File: config.mk
export PLATFORM = sky130hd
export DESIGN_NAME = hazard_ctrl
export DESIGN_NICKNAME = d
export VERILOG_FILES = /design/src/rtl/hazard_ctrl.sv
export SDC_FILE = /design/constraint.sdc
export NUM_CORES = 1
export LEC_CHECK = 0
export ABC_CLOCK_PERIOD_IN_PS = 2200
export BUFFER_PORTS_ARGS = -buffer_cell sky130_fd_sc_hd__clkbuf_2
export CAP_MARGIN = 10
export CELL_PAD_IN_SITES_DETAIL_PLACEMENT = 1
export CELL_PAD_IN_SITES_GLOBAL_PLACEMENT = 1
export CORE_MARGIN = 2
export CORE_UTILIZATION = 31
export DETAILED_ROUTE_END_ITERATION = 10
export HOLD_SLACK_MARGIN = 0.12
export PLACE_DENSITY = 0.85
export SETUP_SLACK_MARGIN = 0.02
export SYNTH_ARGS = -nofsm -noshare
export SYNTH_HDL_FRONTEND = slang
export SYNTH_SLANG_ARGS = --single-unit
File: constraint.sdc
create_clock -name i_clk -period 2.2 [get_ports i_clk]
set_input_delay 0.44 -clock i_clk [delete_from_list [all_inputs] [get_ports i_clk]]
set_output_delay 0.44 -clock i_clk [all_outputs]
set_load 0.005 [all_outputs]
File: src/rtl/hazard_ctrl.sv
// Hazard/stall controller: load-use stalls, taken-branch flushes and multi-cycle FP op stalls.
// Optional HAZ_PERF_CNT_EN macro adds saturating stall/flush event counters.
module hazard_ctrl #(
  parameter int MC_LAT = 8,
  parameter int CNT_W  = 6
) (
  input  logic       i_clk,
  input  logic       i_rst_n,
  input  logic [4:0] id_rs1_addr_i,
  input  logic [4:0] id_rs2_addr_i,
  input  logic [4:0] id_rs3_addr_i,
  input  logic [2:0] id_use_i,
  input  logic [2:0] id_fp_i,
  input  logic [4:0] ex_rd_addr_i,
  input  logic       ex_rd_wren_I_i,
  input  logic       ex_rd_wren_F_i,
  input  logic       ex_is_load_i,
  input  logic       ex_br_taken_i,
  input  logic       ex_mc_start_i,
  output logic       pc_en_o,
  output logic [1:0] if_id_sel_o,
  output logic [1:0] id_ex_sel_o,
  output logic [1:0] ex_mem_sel_o,
`ifdef HAZ_PERF_CNT_EN
  output logic [31:0] stall_cnt_o,
  output logic [31:0] flush_cnt_o,
`endif
  output logic       busy_o
);

  typedef enum logic [1:0] {RUN, MC_BUSY, MC_DONE} state_t;

  localparam logic [1:0] SEL_LOAD  = 2'b00;
  localparam logic [1:0] SEL_HOLD  = 2'b01;
  localparam logic [1:0] SEL_CLEAR = 2'b11;

  // RUN covers the first stall cycle and MC_DONE the last, so the counter spans MC_LAT-2 busy cycles.
  localparam int               CNT_INIT_I = (MC_LAT > 2) ? MC_LAT - 3 : 0;
  localparam logic [CNT_W-1:0] CNT_INIT   = CNT_W'(CNT_INIT_I);

  state_t           state_q, state_d;
  logic [CNT_W-1:0] cnt_q, cnt_d;
  logic [2:0][4:0]  src_addr;
  logic [2:0]       src_hit;
  logic             lu;

  assign src_addr = {id_rs3_addr_i, id_rs2_addr_i, id_rs1_addr_i};

  // x0 is hardwired zero and never hazards; f0 is a real FP register.
  always_comb begin
    for (int i = 0; i < 3; i++) begin
      src_hit[i] = id_use_i[i] && (src_addr[i] == ex_rd_addr_i) &&
                   (id_fp_i[i] ? ex_rd_wren_F_i
                               : (ex_rd_wren_I_i && (src_addr[i] != 5'd0)));
    end
    lu = ex_is_load_i && (|src_hit);
  end

  // NOTE: every always_comb output gets a default first so no path leaves it unassigned (no latch).
  always_comb begin
    state_d      = state_q;
    cnt_d        = cnt_q;
    pc_en_o      = 1'b1;
    if_id_sel_o  = SEL_LOAD;
    id_ex_sel_o  = SEL_LOAD;
    ex_mem_sel_o = SEL_LOAD;
    busy_o       = 1'b0;
    if (i_rst_n) begin
      unique case (state_q)
        RUN: begin
          if (ex_br_taken_i) begin
            if_id_sel_o = SEL_CLEAR;
            id_ex_sel_o = SEL_CLEAR;
          end else if (ex_mc_start_i) begin
            pc_en_o      = 1'b0;
            if_id_sel_o  = SEL_HOLD;
            id_ex_sel_o  = SEL_HOLD;
            ex_mem_sel_o = SEL_CLEAR;
            if (MC_LAT == 2) begin
              state_d = MC_DONE;
            end else begin
              state_d = MC_BUSY;
              cnt_d   = CNT_INIT;
            end
          end else if (lu) begin
            pc_en_o     = 1'b0;
            if_id_sel_o = SEL_HOLD;
            id_ex_sel_o = SEL_CLEAR;
          end
        end
        MC_BUSY: begin
          pc_en_o      = 1'b0;
          if_id_sel_o  = SEL_HOLD;
          id_ex_sel_o  = SEL_HOLD;
          ex_mem_sel_o = SEL_CLEAR;
          busy_o       = 1'b1;
          if (cnt_q == '0) state_d = MC_DONE;
          else             cnt_d   = cnt_q - 1'b1;
        end
        MC_DONE: begin
          // The multi-cycle op leaves EX on this edge, so its start flag is stale here.
          state_d = RUN;
          if (ex_br_taken_i) begin
            if_id_sel_o = SEL_CLEAR;
            id_ex_sel_o = SEL_CLEAR;
          end else if (lu) begin
            pc_en_o     = 1'b0;
            if_id_sel_o = SEL_HOLD;
            id_ex_sel_o = SEL_CLEAR;
          end
        end
        default: state_d = RUN;
      endcase
    end
  end

  // NOTE: sequential state uses non-blocking assignments so all registers update together on the edge.
  always_ff @(posedge i_clk or negedge i_rst_n) begin
    if (!i_rst_n) begin
      state_q <= RUN;
      cnt_q   <= '0;
    end else begin
      state_q <= state_d;
      cnt_q   <= cnt_d;
    end
  end

`ifdef HAZ_PERF_CNT_EN
  logic flush_w;

  // Only the branch flush clears IF/ID, so that select identifies a flush cycle.
  assign flush_w = (if_id_sel_o == SEL_CLEAR);

  always_ff @(posedge i_clk or negedge i_rst_n) begin
    if (!i_rst_n) begin
      stall_cnt_o <= '0;
      flush_cnt_o <= '0;
    end else begin
      if (!pc_en_o && (stall_cnt_o != '1)) stall_cnt_o <= stall_cnt_o + 1'b1;
      if (flush_w && (flush_cnt_o != '1))  flush_cnt_o <= flush_cnt_o + 1'b1;
    end
  end
`endif

endmodule
# After elaboration in Yosys (flattened, before gate mapping)
# Cells that the tools add are included.
# word_totals
register_bits,8
output_inout_bits,8
wordCells,66
# op_classes
add_sub_neg,1
eq_ne,9
muxes,35
n_reduce_logical,19
# ops
cell,count
$mux W2,14
$mux W6,3
$eq A5 B5 Y1,3
$reduce_bool A5 Y1,3
$mux W1,12
$pmux W2 S3,2
$pmux W6 S2,1
$logic_and A1 B1 Y1,10
$ne A2 B2 Y1 const B,4
$pmux W2 S2,2
$logic_not A6 Y1,1
$sub A6 B1 Y6 const B,1
$reduce_and A5 Y1,1
$reduce_and A4 Y1,1
$pmux W1 S3,1
$reduce_or A3 Y1,1
$eq A2 B1 Y1 const B,1
$eq A2 B2 Y1 const B,1
$logic_not A2 Y1,1
$reduce_bool A2 Y1,1

# Longest topological paths before layout
# depth
ltp_word,11
ltp_mapped,6

# Worst setup path before layout
# OpenSTA, ideal clock, no wires.
# synth_path
kind,input -> output
startpoint,input port id_rs1_addr_i[4]
endpoint,output port pc_en_o
t_arrival_ns,1.603
setup_slack_ns,0.157
path_stages,5
path_buffers,0
path_cell_list,xor2_1 -> a2111oi_4 -> o31ai_1 -> o311a_1 -> o31a_1
# synth_via
elab_chain_len,11
# synth_lines
element,line,rtl
"start, declared",9,"input logic [4:0] id_rs1_addr_i,"
$reduce_bool A5 Y1,54,: (ex_rd_wren_I_i && (src_addr[i] != 5'd0)));
$logic_and A1 B1 Y1,54,
$mux W1,53,(id_fp_i[i] ? ex_rd_wren_F_i
$logic_and A1 B1 Y1 *,52,src_hit[i] = id_use_i[i] && (src_addr[i] == ex_rd_addr_i) &&
$reduce_or A3 Y1 *,56,lu = ex_is_load_i && (|src_hit);
$logic_and A1 B1 Y1 *,56,
$mux W1 *,"85, 106",
$mux W1,74,end else if (ex_mc_start_i) begin
$mux W1,71,if (ex_br_taken_i) begin
$pmux W1 S3 *,69,unique case (state_q)
$mux W1 *,68,if (i_rst_n) begin
"end, declared",20,"output logic pc_en_o,"
# Mark *: on every way between the ends. The rest lies on a longest branch, timed or not.

# Worst setup path after layout
# layout_path
startpoint,input port id_rs1_addr_i[4]
endpoint,output port id_ex_sel_o[1]
# layout_via
elab_chain_len,11
# layout_lines
element,line,rtl
$reduce_bool A5 Y1,54,
$logic_and A1 B1 Y1,54,
$mux W1,53,
$logic_and A1 B1 Y1 *,52,
$reduce_or A3 Y1 *,56,
$logic_and A1 B1 Y1 *,56,
$mux W2 *,"85, 106",
$mux W2,74,
$mux W2,71,
$pmux W2 S3 *,69,
$mux W2 *,68,
"end, declared",22,"output logic [1:0] id_ex_sel_o,"
# Marks and branches as above.

==> metrics.txt <==
vias in the first global route=895; total power divided by cell area=736 mW/mm^2; hpwl dp=2.06 mm; period utilization=105%; crit path launch type=input pin; prevailing post-synth register cell=dfrtp_1; worst skew pair latency=0.27 ns; critical path buffer and inverter count=2; critical path type=in2out; Worst-path clk slew=0.06 ns; post-layout worst setup margin=-0.105 ns; Worst VDD drop=0.000399 V; CTS tree=yes; die height=54.7 um; largest net degree at the start of global routing=12; CTS Buf Count=3; critical-path cell list=buf_8 > xor2_4 > a2111oi_4 > o31ai_1 > o311a_1 > o31ai_2 > buf_2; first-pass GRT wire length=3.68 mm; WL final=2.45 mm; Tmin final=2.30 ns; status=complete, but fails checks; hold_buf cts=0; drt wl/cell=14.2 um; data required time at the worst endpoint=1.76 ns; Design Power=836 uW; Post-synth EDFFs=0; Post-synth ARST share=100%; Leak Pwr=0.550 nW; post-route cell area=0.00114 mm^2; Max Freq=434 MHz; share of cells above drive strength 1=39.2%; Worst Path Arrival=1.86 ns; CP max FO=4; GR Overflow Total=0; CP Capture Type=primary output; root buf cell=clkbuf_4; RSZ-0062 raised after global routing=true; final hold violations=0; Mapped Area=798 um^2; critical path's top delay family=compound AO/OA/AOI/OAI gates; Post-Synthesis Cells=95; Seq/Total Area, Yosys=25.1%; Final Slew Violations=0; DR vias/cell=5.11; clk sink count=8; cell row count=18; DR DRC count=0; Area Growth Syn to Fin=42.3%; CP peak stage delay=0.35 ns; Clock Skews=0.00768 ns; CTS HTree Levels=1; final weighted congestion in routability-driven placement=0.751; NumNets Final=180; IO Port Bufs=40; fill count=319; post-synth cell types=31; vias=884; TritonRoute pass-1 iters=2; postcts setup bufs=0; initial antenna violation count=0; Core ar.=0.00245 mm^2; clock buffer depth=2; final antenna-violating net count=0; violated checks=negative setup slack; initial DRC count=2; Mapped Nets=130; die width=54.7 um; hold crit path type=in2async; Starting Density=32.5%; Slew HR=70.5%; Ports=41; flops & latches, synth=8; DIE AREA=0.00300 mm^2; YS warnings=0; Slew @ Worst Pin=0.441 ns; Mean Syn Cell Area=8.40 um^2; Total GRT Usage=17.3%; Placed Area=0.00107 mm^2; n_diodes=0; max-cap violations=0; Slowest-stage cell, CP=o311a_1; final setup fails=2
-- path summary, 6_finish.rpt --
check	cells past startpoint	slack [ns]	start	to
max	7	-0.10	id_rs1_addr_i[4]	id_ex_sel_o[1]
min in group i_clk	2	0.53	cnt_q[1]	cnt_q[1]
max in group asynchronous	2	1.90	i_rst_n	cnt_q[3]
min	2	0.15	i_rst_n	cnt_q[0]
max reg2reg	5	0.70	state_q[1]	cnt_q[0]
min reg2reg	2	0.53	cnt_q[1]	cnt_q[1]
-- routing by layer --
| layer | share of wire [%] | track usage, % | vias up |
|---|---|---|---|
| li1 | - | - | 437 |
| met1 | 37 | 18.1 | 411 |
| met2 | 54 | 33.7 | 32 |
| met3 | 7.1 | 2.19 | 4 |
| met4 | 1.4 | 7.50 | 0 |
| met5 | 0 | 0 | - |
-- placed cells by master (no fill, tap or decap), types with 3 or more instances in the layout --
cell type   n
xnor2_1     3
o22ai_1     3
inv_1       8
clkbuf_2   35
clkbuf_4    3
nor2_1      9
nand3_1     5
buf_2       3
nor4_1      4
nand2b_1    3
nand2_1     6
xor2_1     15
nand4_1     4
dfrtp_1     8
buf_4       6
-- worst reg2reg max path, delay by kind of cell, from the launching register on --
family | cells | cell delay, ns
AND/OR/NAND/NOR | 3 | 0.57
AO/OA/AOI/OAI | 2 | 0.36
flip-flops | 1 | 0.46
-- cells in the mapped netlist, drive strengths merged, types with 3 or more instances --
| master | count | share of area [%] |
|---|---|---|
| o21ai | 3 | 3.3 |
| nand2 | 6 | 2.8 |
| nor2 | 9 | 4.2 |
| xnor2 | 3 | 3.3 |
| dfrtp | 8 | 25 |
| inv | 9 | 4.2 |
| nor4 | 4 | 3.1 |
| nand2b | 3 | 2.4 |
| o22ai | 3 | 2.4 |
| nand3 | 5 | 3.1 |
| xor2 | 16 | 18 |
| nand4 | 4 | 3.1 |
-- kinds of logic (layout without fill, tap and decap cells) --
logic type / after synthesis / in the layout / synth area share [%]
compound gates: 17 / 17 / 19.8
xor+xnor: 19 / 19 / 20.8
fa+ha+maj: 2 / 2 / 3.13
buf+inv: 10 / 58 / 5.17
flops: 8 / 8 / 25.1
mux: 2 / 2 / 2.51
simple gates: 37 / 37 / 23.5
-- state kept, by name, indices dropped and copies added (netlist names) --
name / count
cnt_q: 6
state_q: 2
-- power breakdown --
group          switching (mW)  internal [mW]  leakage [nW]  total [mW]
clock network          0.0571         0.0629        0.0138       0.120
registers              0.0705          0.214        0.0956       0.285
logic                   0.235          0.196         0.441       0.431
-- layout make-up --
cell class,instances,area (um^2),share of cell area (%)
inverters,9,33.8,2.97
flip-flops and latches,8,200,17.6
well taps,30,37.5,3.30
clock buffers,3,22.5,1.98
repair buffers,46,262,23.0
multi-input cells,77,581,51.1
-- through the flow --
step | setup slack, ns | util (%) | TNS [ns] | std cells | hold WS [ns]
2_1_floorplan | 0.157 | - | 0 | 95 | 0.144
3_3_place_gp | -0.0787 | 43.7 | -0.151 | 170 | 0.431
3_5_place_dp | -0.104 | 43.7 | -0.200 | 170 | 0.438
4_1_cts | -0.108 | 44.6 | -0.212 | 173 | 0.153
5_1_grt | -0.163 | 46.3 | -0.472 | 173 | 0.161
6_report | -0.105 | 46.3 | -0.197 | 173 | 0.150
-- timing repair --
item                                    in CTS  in global routing
pin swaps                                    2                  0
endpoints found under the hold margin        0                  0
gates resized for setup                      0                 13
endpoints found under the setup margin       4                  4
Note: power is estimated with default switching activity, not from simulation.
